`src/rtl/aud_pkg.sv`:
```
// aud_pkg: constants and types shared by the audio player and recorder.
//   ADDR_W        SRAM word address width
//   DATA_W        sample width in bits
//   SPD_W         speed field width (factor = speed + 1)
//   BITS_PER_WORD serial bits per channel word
//   state_e       player/recorder FSM states
package aud_pkg;

  localparam int ADDR_W        = 20;
  localparam int DATA_W        = 16;
  localparam int SPD_W         = 3;
  localparam int BITS_PER_WORD = 16;
  localparam int CNT_W         = $clog2(BITS_PER_WORD + 1);
  localparam int IDX_W         = $clog2(BITS_PER_WORD);

  typedef enum logic [1:0] {
    S_IDLE,
    S_WAIT,
    S_SHIFT,
    S_PAUSE
  } state_e;

endpackage

```
`src/rtl/aud_player_if.sv`:
```
// aud_player_if: SRAM read-side bus between the player and the SRAM controller.
//   address    SRAM word address (player -> controller)
//   sram_data  read data, valid one BCLK falling edge after address changes
//   master     player side, slave: SRAM controller side
interface aud_player_if;
  import aud_pkg::*;

  logic [ADDR_W-1:0] address;
  logic [DATA_W-1:0] sram_data;

  modport master (output address, input  sram_data);
  modport slave  (input  address, output sram_data);
endinterface

```
`src/rtl/aud_serializer.sv`:
```
// aud_serializer: 16-bit shift register plus bit counter for the DAC stream.
//   i_clk/i_rst_n  BCLK (falling-edge active) / async active-low reset
//   i_load         capture i_data; o_bit presents i_data[0] in the same cycle
//   i_step         advance to the next bit
//   i_abort        clear the bit counter (word abandoned or finished)
//   i_data         sample word, bit 0 transmitted first
//   o_bit          bit to be registered onto DACDAT this edge
//   o_last         all bits of the word have been sent
module aud_serializer
  import aud_pkg::*;
(
  input  logic              i_clk,
  input  logic              i_rst_n,
  input  logic              i_load,
  input  logic              i_step,
  input  logic              i_abort,
  input  logic [DATA_W-1:0] i_data,
  output logic              o_bit,
  output logic              o_last
);

  logic [DATA_W-1:0] shift_q;
  logic [CNT_W-1:0]  cnt_q;

  always_ff @(negedge i_clk or negedge i_rst_n) begin
    if (!i_rst_n) begin
      shift_q <= '0;
      cnt_q   <= '0;
    end else if (i_abort) begin
      cnt_q   <= '0;
    end else if (i_load) begin
      shift_q <= i_data;
      cnt_q   <= CNT_W'(1);
    end else if (i_step) begin
      cnt_q   <= cnt_q + 1'b1;
    end
  end

  // Bit 0 bypasses the register so it leaves on the loading edge.
  always_comb begin
    o_bit  = i_load ? i_data[0] : shift_q[cnt_q[IDX_W-1:0]];
    o_last = (cnt_q == CNT_W'(BITS_PER_WORD));
  end

endmodule

```
`src/rtl/aud_player.sv`:
```
// aud_player: SRAM-to-WM8731 DAC playback engine, falling-edge of BCLK.
//   i_clk        BCLK from codec
//   i_rst_n      asynchronous active-low reset
//   i_lrc        DACLRC (low = left, high = right)
//   i_start      start / resume request
//   i_pause      pause request
//   i_stop       stop request (beats pause)
//   i_fast       1 = skip addresses, 0 = repeat samples
//   i_speed      speed factor minus one
//   i_end_addr   last valid recorded address
//   sram         SRAM read bus (master)
//   o_dacdat     serial DAC data
//   o_playing    high while waiting for or shifting a word
//   o_done       one-cycle pulse when the recording end is reached
module aud_player
  import aud_pkg::*;
(
  input  logic              i_clk,
  input  logic              i_rst_n,
  input  logic              i_lrc,
  input  logic              i_start,
  input  logic              i_pause,
  input  logic              i_stop,
  input  logic              i_fast,
  input  logic [SPD_W-1:0]  i_speed,
  input  logic [ADDR_W-1:0] i_end_addr,
  aud_player_if.master      sram,
  output logic              o_dacdat,
  output logic              o_playing,
  output logic              o_done
);

  localparam int AW1 = ADDR_W + 1;

  state_e            state_q, state_d;
  logic [ADDR_W-1:0] addr_q, addr_d;
  logic [SPD_W-1:0]  rep_q, rep_d;
  logic              dacdat_q, dacdat_d;
  logic              done_q, done_d;
  logic              right_q, right_d;
  logic              lrc_q;

  logic              lrc_edge;
  logic [AW1-1:0]    step_amt;
  logic [AW1-1:0]    next_addr;
  logic              ser_load, ser_step, ser_abort, ser_bit, ser_last;

  aud_serializer u_ser (
    .i_clk   (i_clk),
    .i_rst_n (i_rst_n),
    .i_load  (ser_load),
    .i_step  (ser_step),
    .i_abort (ser_abort),
    .i_data  (sram.sram_data),
    .o_bit   (ser_bit),
    .o_last  (ser_last)
  );

  always_ff @(negedge i_clk or negedge i_rst_n) begin
    if (!i_rst_n) begin
      state_q  <= S_IDLE;
      addr_q   <= '0;
      rep_q    <= '0;
      dacdat_q <= 1'b0;
      done_q   <= 1'b0;
      right_q  <= 1'b0;
      lrc_q    <= 1'b0;
    end else begin
      state_q  <= state_d;
      addr_q   <= addr_d;
      rep_q    <= rep_d;
      dacdat_q <= dacdat_d;
      done_q   <= done_d;
      right_q  <= right_d;
      lrc_q    <= i_lrc;
    end
  end

  // Next address is one bit wider so the end compare cannot wrap.
  always_comb begin
    lrc_edge = i_lrc ^ lrc_q;
    if (i_fast)                 step_amt = AW1'(i_speed) + AW1'(1);
    else if (rep_q == i_speed)  step_amt = AW1'(1);
    else                        step_amt = '0;
    next_addr = {1'b0, addr_q} + step_amt;
  end

  always_comb begin
    state_d   = state_q;
    addr_d    = addr_q;
    rep_d     = rep_q;
    dacdat_d  = 1'b0;
    done_d    = 1'b0;
    right_d   = right_q;
    ser_load  = 1'b0;
    ser_step  = 1'b0;
    ser_abort = 1'b0;

    if (state_q == S_IDLE) begin
      if (i_start) begin
        state_d = S_WAIT;
        addr_d  = '0;
        rep_d   = '0;
      end
    end else if (i_stop) begin
      state_d   = S_IDLE;
      addr_d    = '0;
      rep_d     = '0;
      ser_abort = 1'b1;
    end else if (i_pause) begin
      state_d   = S_PAUSE;
      ser_abort = 1'b1;
    end else begin
      case (state_q)
        S_WAIT: begin
          if (lrc_edge) begin
            ser_load = 1'b1;
            dacdat_d = ser_bit;
            right_d  = i_lrc;
            state_d  = S_SHIFT;
          end
        end
        S_SHIFT: begin
          if (ser_last) begin
            ser_abort = 1'b1;
            state_d   = S_WAIT;
            if (right_q) begin
              if (next_addr > {1'b0, i_end_addr}) begin
                state_d = S_IDLE;
                addr_d  = '0;
                rep_d   = '0;
                done_d  = 1'b1;
              end else begin
                addr_d = next_addr[ADDR_W-1:0];
                rep_d  = (i_fast || rep_q == i_speed) ? '0 : rep_q + 1'b1;
              end
            end
          end else begin
            ser_step = 1'b1;
            dacdat_d = ser_bit;
          end
        end
        S_PAUSE: begin
          if (i_start) state_d = S_WAIT;
        end
        default: state_d = S_IDLE;
      endcase
    end
  end

  assign sram.address = addr_q;
  assign o_dacdat     = dacdat_q;
  assign o_done       = done_q;
  assign o_playing    = (state_q == S_WAIT) || (state_q == S_SHIFT);

endmodule
```
`src/flat_wrapper.sv`:
```
// flat-port wrapper written by rule: the top's interface ports become plain ports
module aud_player_flat import aud_pkg::*;
  (i_clk, i_rst_n, i_lrc, i_start, i_pause, i_stop, i_fast, i_speed, i_end_addr, o_dacdat, o_playing, o_done, sram_address, sram_sram_data);
  aud_player_if sram_i ();
  input  logic i_clk;
  input  logic i_rst_n;
  input  logic i_lrc;
  input  logic i_start;
  input  logic i_pause;
  input  logic i_stop;
  input  logic i_fast;
  input  logic [SPD_W-1:0] i_speed;
  input  logic [ADDR_W-1:0] i_end_addr;
  output logic o_dacdat;
  output logic o_playing;
  output logic o_done;
  output wire logic [$bits(sram_i.address)-1:0] sram_address;
  input wire logic [$bits(sram_i.sram_data)-1:0] sram_sram_data;
  assign sram_address = sram_i.address;
  assign sram_i.sram_data = sram_sram_data;
  aud_player u_core (.i_clk(i_clk), .i_rst_n(i_rst_n), .i_lrc(i_lrc), .i_start(i_start), .i_pause(i_pause), .i_stop(i_stop), .i_fast(i_fast), .i_speed(i_speed), .i_end_addr(i_end_addr), .sram(sram_i), .o_dacdat(o_dacdat), .o_playing(o_playing), .o_done(o_done));
endmodule
```
`config.mk`:
```
export PLATFORM = sky130hd
export DESIGN_NAME = aud_player_flat
export DESIGN_NICKNAME = d
export VERILOG_FILES = /design/src/rtl/aud_pkg.sv /design/src/rtl/aud_player_if.sv /design/src/rtl/aud_serializer.sv /design/src/rtl/aud_player.sv /design/src/flat_wrapper.sv
export SDC_FILE = /design/constraint.sdc
export NUM_CORES = 1
export LEC_CHECK = 0
export CAP_MARGIN = 40
export CORE_MARGIN = 2
export CORE_UTILIZATION = 30
export CTS_CLUSTER_DIAMETER = 100
export DETAILED_ROUTE_END_ITERATION = 10
export PLACE_DENSITY = 0.54
export SETUP_SLACK_MARGIN = 0.1
export SLEW_MARGIN = 5
export SYNTH_ARGS = -nofsm -noshare
export SYNTH_HDL_FRONTEND = slang
export SYNTH_SLANG_ARGS = --single-unit
```
`constraint.sdc`:
```
create_clock -name i_clk -period 11.8 [get_ports i_clk]
set_input_delay 1.77 -clock i_clk [delete_from_list [all_inputs] [get_ports i_clk]]
set_output_delay 1.77 -clock i_clk [all_outputs]
set_load 0.005 [all_outputs]
```
**Yosys cells after proc, flatten, opt, wreduce, memory -nomap -nowiden**

Cells that the tools add are included.

- Input bits: 46
- Logic and storage cells: 102
- Register bits after elaboration: 50
- Output and inout port bits: 23

- $lt $le $gt $ge: 2
- Bitwise gates (word level): 5
- Eq/ne operators: 9
- Mux-type cells: 62
- Add/subtract/negate cells: 4
- Reductions and logical operators: 11

Operators with widths:

| kind | count |
|---|---|
| two-way mux 20 bit | 8 |
| two-way mux 1 bit | 31 |
| two-way mux 3 bit | 9 |
| adder 20 x 21 -> 21 bit | 1 |
| > comparator 21 x 20 -> 1 bit | 1 |
| two-way mux 21 bit | 1 |
| two-way mux 5 bit | 3 |
| two-way mux 2 bit | 7 |
| nonzero test 3 bit | 4 |
| != test 5 x 3 -> 1 bit (second input constant) | 2 |
| AND reduction 5 bit | 2 |
| one-hot mux 2 bit (3 select lines) | 1 |
| adder 5 x 1 -> 5 bit (second input constant) | 1 |
| equality test 5 bit (second input constant) | 1 |
| less-than comparator 4 x 5 -> 1 bit (second input constant) | 1 |
| adder 3 x 1 -> 4 bit (second input constant) | 1 |
| binary-select mux 1 bit (select 4 bit) | 1 |
| equality test 2 bit (second input constant) | 2 |
| NOT 1 bit | 4 |
| AND reduction 2 bit | 2 |
| adder 3 x 1 -> 3 bit (second input constant) | 1 |
| equality test 3 bit | 1 |
| != test 3 x 1 -> 1 bit (second input constant) | 1 |
| equality test 2 x 1 -> 1 bit (second input constant) | 1 |
| 5 further kinds | 6 |

**Logic depth before layout (Yosys ltp)**

Gate-level depths: netlist of the first run.

- Depth in word-level cells: 12
- Mapped depth: 20
- Depth with buffers taken out: 19

**Cells and area by module**

Synthesis of the first run repeated with hierarchy kept, for this count alone.

- Cell total of the unflattened synthesis: 374
- Area, all modules: 3583.4 um^2

By module, submodules not included:

| module | area each (um^2) | cells an instance | times used | seq. area each (um^2) |
|---|---|---|---|---|
| aud_player | 2561.2 | 302 | 1 | 725.7 |
| aud_serializer | 1022.2 | 72 | 1 | 525.5 |

==> flow_metrics.env, run 1 <==
export IMPL_status="finished, final reports clean"
export IMPL_layoutNonFillerInstCount=586
export IMPL_clk_latency_ns=0.32
export IMPL_dp_hpwl_um=6920
export IMPL_p_seq_frac=0.417
export IMPL_totalPowerFinal_uw=566.9
export IMPL_power_switching_uw=179.7
export IMPL_antenna_found_initial=0
export IMPL_cp_start_kind="primary input"
export IMPL_io_pins=69
export IMPL_worstRegToRegCells=20
export IMPL_synth_area_um2=3525
export IMPL_place_ws_ns=-0.4301
export IMPL_area_growth_pct=35.32
export IMPL_ir_drop_uv=61.89
export IMPL_cts_sinks=50
export IMPL_vias_per_cell=5.012
export IMPL_intPower_uw=387.2
export IMPL_synthTopCellsByArea="dfrtn_1, ha_1, mux2_2"
export IMPL_fin_ws_ns=0.3271
export IMPL_critPathCaptureType="flip-flop"
export IMPL_grt_usage=0.1432
export IMPL_h_tree_depth=2
export IMPL_critPathKind="in2reg"
export IMPL_grt_overflow=0
export IMPL_hold_slack_ns=0.4504
export IMPL_dr_pass1_iters=4
export IMPL_post_place_cells=577
export IMPL_drtIter0Drc=118
export IMPL_relSlewSlack=0.4691
export IMPL_drive_gt1_frac=0.1828
export IMPL_hold_path_class="reg2reg"
export IMPL_p_per_area_nw_per_um2=118.9
export IMPL_drc=0
export IMPL_yosysSeqAreaShare=0.3550
export IMPL_dpl_cell_area_um2=4528
export IMPL_worst_pin_slew_ns=0.7942
export IMPL_fp_dieW_um=112.4
export IMPL_ys_flop_type="dfrtn_1"
export IMPL_clock_power_share=0.269
export IMPL_rsz0062_at_grt="no"
export IMPL_tritoncts="built"
export IMPL_die_area_um2=12630
export IMPL_synth_top_area_share=0.3550
export IMPL_cp_slowest_stage_delay_ns=0.44
export IMPL_start_util=0.3087
export IMPL_numCtsBuffers=5
export IMPL_cp_slowest_cell="clkdlybuf4s50_1"
export IMPL_gp_congestion=0.8370
export IMPL_swShare=0.3170
export IMPL_p_leak_nw=2.217
export IMPL_wl_per_cell_um=15.05
export IMPL_rows=39
export IMPL_skew_ns=0.007013
export IMPL_fp_coreArea_um2=11420
export IMPL_crit_path_max_fanout=5
export IMPL_hold_depth=1
export IMPL_slew_viol_final=0
export IMPL_critical_path_arrival_ns=5.92
export IMPL_ys_warn_count=0
export IMPL_antenna_cells=0
export IMPL_required_ns=6.25
export IMPL_synth_distinct_cells=55
export IMPL_final_area_um2=4770
export IMPL_yosys_area_top_type="dfrtn_1"
export IMPL_postSynthCellCount=350
export IMPL_yosysMostFrequentCell="dfrtn_1"
export IMPL_antenna_left=0
export IMPL_grt_max_degree=51
export IMPL_max_cap_violations=0
export IMPL_syn_nets=432
export IMPL_avgSynthCellArea_um2=10.07
export IMPL_wl_um=8821
export IMPL_crit_chain="clkdlybuf4s50_1 -> xor2_1 -> nor3_2 -> inv_1 -> mux2i_1 -> ha_2 -> inv_1 -> fa_2 -> nand2b_4 -> a21oi_4 -> nand2_1 -> or3_1 -> nand2_1 -> ha_1 -> a21oi_1 -> nor2b_1 -> a2111oi_4 -> a31oi_4 -> buf_6 -> a311oi_1 -> o31a_1"
export IMPL_hold_viol=0
export IMPL_synth_edff_count=0
export IMPL_nets=524
export IMPL_ctsLongestPathBuffers=2
export IMPL_vias=2937
export IMPL_n_fill_cell=1127
export IMPL_grt_pass1_wl_um=14710
export IMPL_die_h_um=112.4
export IMPL_async_reset_ff_frac=1.000
export IMPL_clkTransAtPathRegs_ns=0.05
export IMPL_yosys_top_cells_count="dfrtn_1, ha_1, inv_1, nand2_1, nor2_1"
export IMPL_combinationalPowerShare=0.314
export IMPL_clockRootBuffer="clkbuf_16"
export IMPL_setup_viol=0
export IMPL_grt_pass1_vias=2995
export IMPL_port_buffers=68
export IMPL_ys_seq_elements=50
==> sequential cells by signal, summed over array words and instances (netlist names) <==
register and count:
u_core.state_q 2, u_core.o_dacdat 1, u_core.right_q 1, u_core.u_ser.shift_q 16, u_core.lrc_q 1, u_core.o_done 1
u_core.rep_q 3, u_core.sram.address 20, u_core.u_ser.cnt_q 5
==> worst max-delay path, delay by kind of cell <==
kind                     cells  cell delay (ns)
AO/OA/AOI/OAI                6             1.34
buffers and inverters        4             0.70
AND/OR/NAND/NOR              6             1.02
multiplexers                 1             0.13
XOR/XNOR                     1             0.16
adder cells (fa/ha/maj)      3             0.79
==> what timing repair did <==
item                                    CTS  global route
resized for setup                         7            15
pin swaps                                 4            10
hold buffers                              0             0
setup buffers                             0             1
endpoints found under the setup margin   25            25
==> layout by cell type (no fill, tap or decap), drive strengths merged, types with 9 or more instances in the layout <==
cell type	n
nand2	27
xor2	12
inv	37
ha	35
dfrtn	50
clkdlybuf4s50	67
mux2	17
o21ai	12
xnor2	11
nor2	21
a21oi	16
a22o	16
buf	23
nand2b	9
nand3	12
==> cell families (layout without fill, tap and decap cells) <==
group                    Yosys count  after routing  share of synthesized area
multiplexers                      23             23                    0.08910
XOR/XNOR                          23             23                    0.05715
AND/OR/NAND/NOR                  104            104                     0.1629
AO/OA/AOI/OAI                     74             74                     0.1605
adder cells (fa/ha/maj)           36             36                     0.1299
buffers and inverters             40            133                    0.04544
flip-flops                        50             50                     0.3550
==> power by group through the flow <==
stage	Clock (mW)	Combinational, mW	Sequential, mW
3_5_place_dp	0	0.179	0.239
5_1_grt	0.167	0.198	0.242
6_report	0.152	0.178	0.237
3_3_place_gp	0	0.171	0.238
2_1_floorplan	0	0.124	0.228
4_1_cts	0.157	0.180	0.236
==> final cells by class <==
cell class,count,area (µm²),area share
flip-flops and latches,50,1251,0.2623
clock inverters,3,28.78,0.006034
well taps,143,178.9,0.03751
repair buffers,90,864.6,0.1813
multi-input cells,260,2190,0.4591
clock buffers,5,125.1,0.02623
inverters,35,131.4,0.02754
==> per-layer routing <==
layer / track usage / vias to the layer above / share of wire
met5: 0 / - / 0
met4: 0.04390 / 0 / 0.015
met3: 0.01836 / 8 / 0.034
met2: 0.2277 / 54 / 0.47
met1: 0.2042 / 1429 / 0.48
li1: - / 1446 / -
==> path summary, 6_finish.rpt <==
kind / start / to / slack (ns)
max in group asynchronous: i_rst_n / u_core.sram.address[5] / 3.97
setup reg to reg: u_core.rep_q[0] / u_core.state_q[0] / 7.71
setup / recovery: i_speed[0] / u_core.state_q[0] / 0.33
hold / removal: u_core.u_ser.shift_q[12] / u_core.u_ser.shift_q[12] / 0.45
hold reg to reg: u_core.u_ser.shift_q[12] / u_core.u_ser.shift_q[12] / 0.45
min in group asynchronous: i_rst_n / u_core.o_dacdat / 7.35
==> stage by stage <==
| step | TNS (ns) | utilization |
|---|---|---|
| 5_1_grt | 0 | 0.4177 |
| 3_3_place_gp | -5.526 | 0.3952 |
| 4_1_cts | 0 | 0.4117 |
| 2_1_floorplan | 0 | - |
| 6_report | 0 | 0.4177 |
| 3_5_place_dp | -9.273 | 0.3966 |
(Power assumes the default switching activity.)
==> run 2, diff against run 1 <==
- CORE_UTILIZATION: 30 -> 57
- PLACE_DENSITY: 0.54 -> 0.9
==> flow_metrics.env, run 2 (synthesis results as in run 1) <==
export IMPL_hold_depth=1
export IMPL_max_cap_violations=0
export IMPL_tritoncts="built"
export IMPL_p_per_area_nw_per_um2=118.0
export IMPL_grt_pass1_wl_um=14250
export IMPL_required_ns=6.06
export IMPL_cts_sinks=50
export IMPL_final_cell_mix="clkdlybuf4s50_1, dfrtn_1, inv_1"
export IMPL_port_buffers=68
export IMPL_drc=0
export IMPL_vias=3202
export IMPL_antenna_cells=0
export IMPL_largest_register_ffs=20
export IMPL_critPathCaptureType="flip-flop"
export IMPL_grt_pass1_vias=2968
export IMPL_status="finished, final reports clean"
export IMPL_crit_path_max_fanout=7
export IMPL_gp_congestion=0.9433
export IMPL_critical_path_arrival_ns=5.62
export IMPL_rows=28
export IMPL_drive_gt1_frac=0.1924
export IMPL_wl_um=9693
export IMPL_grt_usage=0.2712
export IMPL_grt_overflow=0
export IMPL_hold_viol=0
export IMPL_cp_start_kind="primary input"
export IMPL_area_growth_pct=32.91
export IMPL_h_tree_depth=2
export IMPL_place_ws_ns=-0.2989
export IMPL_io_pins=69
export IMPL_post_place_cells=509
export IMPL_dp_hpwl_um=6674
export IMPL_drtIter0Drc=285
export IMPL_ir_drop_uv=95.41
export IMPL_rrSetupSlack_ns=7.56
export IMPL_clk_latency_ns=0.31
export IMPL_clkTransAtPathRegs_ns=0.06
export IMPL_rsz0062_at_grt="no"
export IMPL_antenna_left=0
export IMPL_final_common_cell="clkdlybuf4s50_1"
export IMPL_hold_path_class="reg2reg"
export IMPL_die_area_um2=6829
export IMPL_p_leak_nw=2.249
export IMPL_cts_hold_buffers=0
export IMPL_worstRegToRegCells=21
export IMPL_dr_pass1_iters=5
export IMPL_fp_coreArea_um2=5956
export IMPL_critPathKind="in2reg"
export IMPL_numCtsBuffers=5
export IMPL_utilization=0.7866
export IMPL_relSlewSlack=0.4072
export IMPL_die_h_um=82.64
export IMPL_final_area_um2=4684
export IMPL_dpl_cell_area_um2=4436
export IMPL_layoutNonFillerInstCount=522
export IMPL_totalPowerFinal_uw=553.0
export IMPL_slew_viol_final=0
export IMPL_grt_max_degree=37
export IMPL_fp_dieW_um=82.64
export IMPL_skew_ns=0.01086
export IMPL_ctsLongestPathBuffers=2
export IMPL_setup_viol=0
export IMPL_vias_per_cell=6.134
export IMPL_wl_per_cell_um=18.57
export IMPL_start_util=0.5918
export IMPL_antenna_found_initial=0
export IMPL_fin_ws_ns=0.4424
export IMPL_worst_pin_slew_ns=0.8870
export IMPL_clockRootBuffer="clkbuf_8"
export IMPL_nets=528
-- run 2: cell types whose count changed in the layout (fill, tap and decap cells not counted), moves of 3 or more --
cell / delta
dlymetal6s2s_1: +3
clkbuf_16: -5
clkbuf_8: +6
buf_4: +5
clkdlybuf4s50_1: -3
-- run 2: repair_timing --
item / in CTS / in global routing
resized for setup: 3 / 21
endpoints found under the setup margin: 23 / 25
endpoints found under the hold margin: 0 / 0
pin swaps: 3 / 11
buffers inserted: 1 / 4
-- run 2: final timing paths --
check,startpoint,end
worst min-delay path,u_core.u_ser.shift_q[14],u_core.u_ser.shift_q[14]
worst min register to register,u_core.u_ser.shift_q[14],u_core.u_ser.shift_q[14]
worst max register to register,u_core.rep_q[1],u_core.rep_q[1]
max in group asynchronous,i_rst_n,u_core.sram.address[18]
min in group asynchronous,i_rst_n,u_core.state_q[1]
worst max-delay path,i_speed[1],u_core.rep_q[1]
-- run 2: per-stage QoR --
stage               hold WS (ns)  setup TNS, ns
finish                    0.4547              0
global route              0.4793              0
CTS                       0.4525              0
detailed placement        0.4534         -4.952
global placement          0.4452         -2.498
floorplan                 0.4344              0
-- run 2: critical path: stages --
cell,delay (ns)
dlymetal6s2s_1,0.16
xor2_1,0.17
nor3_2,0.23
inv_1,0.07
mux2i_1,0.15
ha_2,0.22
inv_1,0.07
fa_2,0.36
nand2b_4,0.18
a21oi_4,0.16
buf_4,0.16
nand3_2,0.11
xnor2_2,0.24
ha_1,0.29
nand2_1,0.10
nor4_2,0.06
buf_4,0.13
a32o_1,0.26
a31oi_4,0.25
nor2_4,0.07
buf_4,0.17
a32o_1,0.24
-- run 2: layout make-up --
cell class                 count  area (µm²)
clock inverter                 2       38.79
fill                         368        1271
inverter                      35       131.4
timing repair buffer          94       894.6
multi-input combinational    260        2192
clock buffer                   6       82.58
sequential                    50        1251
tap                           75       93.84
-- run 2: routing by layer --
layer,vias up,GRT usage,part of all wire
met2,168,0.4581,0.50
met3,35,0.03370,0.061
li1,1457,-,-
met4,0,0.06230,0.033
met5,-,0,0
met1,1542,0.3735,0.41
-- run 2: power breakdown --
part	leakage, nW	total, mW	switching [mW]	internal [mW]
logic	1.52	0.182	0.0884	0.0931
registers	0.667	0.240	0.0300	0.210
clock network	0.0618	0.132	0.0618	0.0698
